--- src/rtl/m_arbiter_port.sv ---
// Master-side endpoint of the arbitration handshake: turns a core transfer request into
// arbiter-facing id/com_state/done signals and follows WAIT/STOP_S/STOP_P/CLEAR commands.
module m_arbiter_port #(
    parameter int NO_SLAVES   = 3,
    parameter int S_ID_WIDTH  = $clog2(NO_SLAVES + 1),
    parameter int LEN_WIDTH   = 8,
    parameter int ACK_TIMEOUT = 16
) (
    input  logic                  clk,
    input  logic                  rstN,
    input  logic                  core_req,
    input  logic [S_ID_WIDTH-1:0] core_slave_id,
    input  logic [LEN_WIDTH-1:0]  core_len,
    input  logic                  beat,
    input  logic                  slave_ack,
    input  logic                  slave_nak,
    input  logic [1:0]            cmd,
    output logic [S_ID_WIDTH-1:0] id,
    output logic [1:0]            com_state,
    output logic                  done,
    output logic                  core_grant,
    output logic                  core_halt,
    output logic                  core_stop_kind,
    output logic                  core_done,
    output logic                  core_err,
    output logic [LEN_WIDTH-1:0]  remaining
);

    localparam logic [1:0] CMD_WAIT   = 2'b00;
    localparam logic [1:0] CMD_STOP_S = 2'b01;
    localparam logic [1:0] CMD_STOP_P = 2'b10;
    localparam logic [1:0] CMD_CLEAR  = 2'b11;

    localparam logic [1:0] CS_END_COM  = 2'b00;
    localparam logic [1:0] CS_NAK      = 2'b01;
    localparam logic [1:0] CS_WAIT_ACK = 2'b10;
    localparam logic [1:0] CS_COM      = 2'b11;

    localparam int                  CNT_W    = (ACK_TIMEOUT > 1) ? $clog2(ACK_TIMEOUT) : 1;
    localparam logic [CNT_W-1:0]    CNT_LAST = CNT_W'(ACK_TIMEOUT - 1);
    localparam logic [S_ID_WIDTH:0] MAX_ID   = (S_ID_WIDTH + 1)'(NO_SLAVES);
    localparam logic [LEN_WIDTH-1:0] LEN_ONE = LEN_WIDTH'(1);

    typedef enum logic [2:0] {
        S_IDLE,
        S_REQ,
        S_ACK,
        S_COM,
        S_STOP,
        S_HOLD,
        S_NAK
    } state_e;

    state_e                  state_q, state_d;
    logic [S_ID_WIDTH-1:0]   id_q, id_d;
    logic [LEN_WIDTH-1:0]    remaining_q, remaining_d;
    logic [CNT_W-1:0]        cnt_q, cnt_d;
    logic                    kind_q, kind_d;
    logic                    core_done_q, core_done_d;
    logic                    core_err_q, core_err_d;
    logic [1:0]              com_state_q;
    logic                    core_grant_q;
    logic                    core_halt_q;

    logic                    stop_cmd;
    logic                    req_valid;

    assign stop_cmd  = (cmd == CMD_STOP_S) || (cmd == CMD_STOP_P);
    assign req_valid = core_req && (core_slave_id != '0) && (core_len != '0)
                       && ({1'b0, core_slave_id} <= MAX_ID);

    function automatic logic [1:0] com_state_of(input state_e s);
        logic [1:0] cs;
        cs = CS_END_COM;
        case (s)
            S_REQ, S_ACK, S_HOLD: cs = CS_WAIT_ACK;
            S_COM, S_STOP:        cs = CS_COM;
            S_NAK:                cs = CS_NAK;
            default:              cs = CS_END_COM;
        endcase
        return cs;
    endfunction

    always_comb begin
        state_d     = state_q;
        id_d        = id_q;
        remaining_d = remaining_q;
        cnt_d       = cnt_q;
        kind_d      = kind_q;
        core_done_d = 1'b0;
        core_err_d  = 1'b0;

        unique case (state_q)
            S_IDLE: begin
                if (req_valid) begin
                    state_d     = S_REQ;
                    id_d        = core_slave_id;
                    remaining_d = core_len;
                end
            end
            S_REQ: begin
                if (cmd == CMD_CLEAR) begin
                    state_d = S_ACK;
                    cnt_d   = '0;
                end
            end
            S_ACK: begin
                // Ack takes priority over both nak and the timeout on the same cycle.
                if (slave_ack) begin
                    state_d = S_COM;
                end else if (slave_nak || (cnt_q == CNT_LAST)) begin
                    state_d = S_NAK;
                end else begin
                    cnt_d = cnt_q + CNT_W'(1);
                end
            end
            S_COM: begin
                if (beat) begin
                    remaining_d = remaining_q - LEN_ONE;
                end
                // Completion beats a simultaneous stop, so a finished transfer never halts.
                if (beat && (remaining_q == LEN_ONE)) begin
                    state_d     = S_IDLE;
                    id_d        = '0;
                    core_done_d = 1'b1;
                end else if (stop_cmd) begin
                    state_d = S_STOP;
                    kind_d  = (cmd == CMD_STOP_S);
                end
            end
            S_STOP: begin
                if (!stop_cmd) begin
                    state_d = S_HOLD;
                end
            end
            S_HOLD: begin
                if (cmd == CMD_CLEAR) begin
                    state_d = S_ACK;
                    cnt_d   = '0;
                end
            end
            S_NAK: begin
                if (cmd == CMD_WAIT) begin
                    state_d     = S_IDLE;
                    id_d        = '0;
                    remaining_d = '0;
                    core_done_d = 1'b1;
                    core_err_d  = 1'b1;
                end
            end
            default: begin
                state_d = S_IDLE;
            end
        endcase
    end

    always_ff @(posedge clk or negedge rstN) begin
        if (!rstN) begin
            state_q      <= S_IDLE;
            id_q         <= '0;
            remaining_q  <= '0;
            cnt_q        <= '0;
            kind_q       <= 1'b0;
            core_done_q  <= 1'b0;
            core_err_q   <= 1'b0;
            com_state_q  <= CS_END_COM;
            core_grant_q <= 1'b0;
            core_halt_q  <= 1'b0;
        end else begin
            state_q      <= state_d;
            id_q         <= id_d;
            remaining_q  <= remaining_d;
            cnt_q        <= cnt_d;
            kind_q       <= kind_d;
            core_done_q  <= core_done_d;
            core_err_q   <= core_err_d;
            com_state_q  <= com_state_of(state_d);
            core_grant_q <= (state_d == S_ACK) || (state_d == S_COM);
            core_halt_q  <= (state_d == S_STOP) || (state_d == S_HOLD);
        end
    end

    // A stop aimed at a port with nothing to suspend is acknowledged at once so the arbiter never stalls.
    assign done = (state_q == S_STOP)
                  || (stop_cmd && ((state_q == S_IDLE) || (state_q == S_REQ) || (state_q == S_NAK)));

    assign id             = id_q;
    assign com_state      = com_state_q;
    assign core_grant     = core_grant_q;
    assign core_halt      = core_halt_q;
    assign core_stop_kind = kind_q;
    assign core_done      = core_done_q;
    assign core_err       = core_err_q;
    assign remaining      = remaining_q;

endmodule
--- config.mk ---
export PLATFORM = sky130hd
export DESIGN_NAME = m_arbiter_port
export DESIGN_NICKNAME = d
export VERILOG_FILES = /design/src/rtl/m_arbiter_port.sv
export SDC_FILE = /design/constraint.sdc
export NUM_CORES = 1
export LEC_CHECK = 0
export CORE_ASPECT_RATIO = 0.8
export CORE_MARGIN = 2
export CORE_UTILIZATION = 51
export DETAILED_ROUTE_END_ITERATION = 6
export DONT_BUFFER_PORTS = 1
export PLACE_DENSITY_LB_ADDON = 0.25
export SETUP_SLACK_MARGIN = 0.2
export SYNTH_ARGS = -nofsm -noshare
export SYNTH_HDL_FRONTEND = slang
export SYNTH_SLANG_ARGS = --single-unit
--- constraint.sdc ---
create_clock -name clk -period 2.3 [get_ports clk]
set_clock_uncertainty 0.15 [all_clocks]
set_input_delay 0.46 -clock clk [delete_from_list [all_inputs] [get_ports clk]]
set_output_delay 0.46 -clock clk [all_outputs]
set_load 0.03 [all_outputs]
After elaboration in Yosys (flattened, before gate mapping)
Cells that the tools add are included.
Word-level totals
  bits in registers: 24
  input bits: 18
  output and inout bits: 18
  logic and storage cells: 87
Operators by class
  add/subtract/negate cells: 2
  equality and inequality tests: 24
  multiplexer cells: 26
  bitwise logic cells: 1
  reduce and logical (&&, ||, !) cells: 24
Operators by type and width (count)
  3-bit two-way mux: 8
  8-bit two-way mux: 3
  8-bit one-hot mux with 3 select lines: 1
  3-bit equality test, second input constant: 6
  3-bit one-hot mux with 6 select lines: 1
  3-bit by 2-bit equality test with 1-bit output, second input constant: 4
  4-bit two-way mux: 3
  2-bit inequality test, second input constant: 6
  2-bit one-hot mux with 3 select lines: 2
  4-bit AND reduction: 3
  8-bit by 1-bit equality test with 1-bit output, second input constant: 1
  4-bit one-hot mux with 2 select lines: 1
  8-bit nonzero test: 1
  8-bit by 1-bit subtractor with 8-bit output, second input constant: 1
  1-bit logical OR: 7
  3-bit by 1-bit equality test with 1-bit output, second input constant: 2
  2-bit two-way mux: 3
  4-bit by 1-bit adder with 4-bit output, second input constant: 1
  2-bit equality test, second input constant: 2
  4-bit equality test, second input constant: 1
  1-bit logical AND: 4
  2-bit nonzero test: 2
  2-bit OR reduction: 2
  3-bit zero test: 1
  other kinds (9): 11

Logic depth before layout (Yosys ltp)
  word-level depth: 8
  mapped depth: 8
  mapped depth without buffers: 7

Worst setup path after synthesis
OpenSTA, ideal clock, no wires.
  kind: in2reg
  start point: in cmd[1]
  end point: reg cnt_q[3]
  setup time: 77 ps
  arrival: 2296 ps
  required time: 2073 ps
  path slack: -223 ps
  stages on the path: 8
  buffers on the path: 1
  cell sequence: inv_1 ha_1 nor4b_1 or3_1 or4b_1 buf_2 or3_1 a21oi_1
On the way
  word-level cells in the longest chain between the ends: 3
Ends and longest elaborated chain
  from (decl): line 17  | input logic [1:0] cmd,
  2-bit equality test: line 102, 137
  2-bit by 1-bit inequality test with 1-bit output (no source line)
  4-bit AND reduction (no source line)
  to (signal assigned): line 173  | cnt_q <= cnt_d;
  to (decl): line 57  | logic [CNT_W-1:0] cnt_q, cnt_d;
Every way passes these cells.
A chain may end at the register's enable or synchronous reset.

Final worst setup path
  start point: reg state_q[1]
  end point: reg cnt_q[0]
On the way
  word-level cells in the longest chain between the ends: 4
  elaborated cells on any way between the ends: 10
  classes of those cells: 6 x eq/ne; 1 x mux; 3 x reduce/logical
Ends and longest elaborated chain
  from (decl): line 54  | state_e state_q, state_d;
  from (signal assigned): line 170  | state_q <= state_d;
  3-bit by 1-bit equality test with 1-bit output or 3-bit equality test (tied branches): line 93  | unique case (state_q)
  2-bit OR reduction (no source line)
  2-bit by 1-bit inequality test with 1-bit output (no source line) or 2-bit nonzero test (tied branches)
  4-bit AND reduction (no source line)
Parallel ways exist; a longest one is shown, timed or not.

==> run metrics <==
Req. time, crit path 2410 ps; drt total wl 4200 µm; Detailed Place HPWL 3240 µm; vias in the first global route 1347; worst setup path category register to register; critical-path cell list nor4bb_4 -> or3_4 -> or4b_4 -> buf_4 -> nand2b_1 -> o21ai_2; GRT Residual Overflow 0; first-pass GRT wire length 6670 µm; Crit. End Element register; Clk pin slew, worst setup/hold paths 140 ps; CP max stage cell or4b_4; RSZ-0062 raised after global routing true; f_max 0.440 GHz; crit-path max FO 5; die area 0.00335 mm²; GR Util met2 0.420; met1 GRT Util 0.367; antenna violations before repair 0; worst hold path class input port to register; syn avg cell area 8.86 µm²; crit path from state_q[1]; initial core utilization 0.535; main combinational cell family by area after synthesis simple AND/OR/NAND/NOR gates; Largest stage delay, worst path 550 ps; most frequent cells in the layout 27 x buf_4, 21 x dfrtp_1, 18 x nand2_1; Post-DP Area 0.00170 mm²; min cycle time layout 2280 ps; Synth top area share 0.406; XOR/XNOR Fraction of Synth Area 0; hold_ws 98.2 ps; layout cells sized above 1 0.295; Peak supply drop 987 µV; H-tree levels 1; met3 usage 0.0624; post-route clock period utilization 0.989; Final nets 218; Synth Area in Simple Gates 0.266; layer carrying the most global-route usage met2; 1st-iter DRT viols 116; Startpoint Class register; worst slew pin tran 1090 ps; Antenna Cells 0; multiplexer share of the synthesized area 0.00761; ys flop type dfrtp_1; final instance area 0.00188 mm²; syn nets 191; clock sink count 24; complex-gate fraction of the synthesized area 0.231; Netlist Area Pre-Place 0.00148 mm²; endpoints failing setup 0; DR vias/cell 6.33; most common cell after layout, fill and taps aside buf_4; Post-Synth Adder-Cell Area 0.0507; Rel. slew slack 0.270; CTS Root Cell clkbuf_4; register area share after synthesis 0.406; Post-DRT Antenna Nets 0; ranking of synthesized cells by area dfrtp_1 41%, a21oi_1 5.1%, ha_1 5.1%, o21ai_0 5.1%, nand2_1 4.6%; Lkg Pwr 0.827 nW; final number of hold-violating endpoints 0; synthesis-to-layout area growth 27.2%; status complete, no violations; fill count 220; die width 64.2 µm; Worst-Skew Late Latency 330 ps; Chip Height 52.2 µm; # IOs 36; drt drc 0; Num CTS Buffers 3; Reg-to-Reg Start state_q[1]; Max Slew Vio Count 0; Longest Clk Path Bufs 2; Total Power 2.72 mW; Yosys warnings 0; TritonCTS clock tree done; largest net degree at the start of global routing 25; routability congestion estimate 0.921; EDFF count, synth 0; Netlist cell types 42; Pre-antenna DRT Iters 4; post-synth top area cell dfrtp_1; DR vias 1463; max-cap violation count 0; asr flop ratio synth 1.00; wire per inst 18.2 µm; core area 0.00277 mm²; Post-Synthesis Cells 167; I/O Buffers 0; arrival time worst endpoint 2390 ps; Power Dens Cells 1450 mW/mm²; #FFs+latches synth 24; Rows 17; total track usage 0.264; Worst Hold Launch core_slave_id[1]; total negative setup slack 0 ps
-- through the flow --
stage | setup slack, ps | std cells | util
after floorplan | -196 | 167 | -
after global placement | -168 | 222 | 0.614
after detailed placement | -296 | 222 | 0.614
after CTS | 46.7 | 229 | 0.654
after global routing | 1.59 | 231 | 0.681
final | 24.8 | 231 | 0.681
-- worst max-delay path, delay by kind of cell, from the launching register on --
family                 cells  cell delay [ps]
flip-flops                 1              470
AO/OA/AOI/OAI              1              150
AND/OR/NAND/NOR            4             1270
buffers and inverters      1              170
-- worst paths after layout --
path / end / depth (start not counted) / slack [ps]
min: id[1] / 2 / 100
max: cnt_q[0] / 6 / 20
min in group asynchronous: cnt_q[0] / 1 / 610
max in group asynchronous: state_q[0] / 1 / 650
max reg2reg: cnt_q[0] / 6 / 20
min reg2reg: cnt_q[1] / 2 / 420
-- final cells by class --
type,instances,area [µm²],share of cell area
Sequential cell,24,604,0.321
Clock inverter,1,30.0,0.0159
Tap cell,38,47.5,0.0252
Inverter,7,26.3,0.0140
Multi-Input combinational cell,128,917,0.487
Timing Repair Buffer,30,235,0.125
Clock buffer,3,22.5,0.0120
-- layer usage --
| metal | vias to the layer above | part of all wire |
|---|---|---|
| li1 | 673 | - |
| met1 | 699 | 0.45 |
| met2 | 82 | 0.43 |
| met3 | 9 | 0.092 |
| met4 | 0 | 0.019 |
| met5 | - | 0 |
-- registers in the layout, summed over array words and instances (netlist names), 2 cells and up --
name and cells:
remaining 8, cnt_q 4, id 2, state_q 3
com_state 2
-- kinds of logic after synthesis --
logic type / after synthesis
DFF: 24
muxes: 1
adders and majority gates: 6
buffers and inverters: 15
AOI/OAI and AO/OA: 54
and+or+nand+nor: 67
-- repair_timing --
item | in CTS | in global routing
endpoints found under the setup margin | 15 | 16
pin swaps | 1 | 5
endpoints found under the hold margin | 24 | 0
gates resized for setup | 10 | 16
gates cloned | 0 | 0
setup buffers | 2 | 2
hold buffers | 1 | 0
-- power breakdown --
part	internal [mW]	total, mW	switching (mW)	leakage, nW
clock network	0.176	0.313	0.137	0.0279
logic	0.664	1.54	0.878	0.503
registers	0.596	0.866	0.271	0.297
total	1.44	2.72	1.29	0.827
-- cell usage after synthesis, types with 4 or more instances --
| cell type | n |
|---|---|
| inv_1 | 7 |
| o21ai_0 | 15 |
| ha_1 | 6 |
| nor2_1 | 8 |
| nand2_1 | 18 |
| nand2b_1 | 6 |
| a21oi_1 | 15 |
| clkbuf_1 | 7 |
| o2bb2ai_1 | 4 |
| dfrtp_1 | 24 |
| nor3_1 | 4 |
No activity file was read; power rests on OpenSTA's default activity.
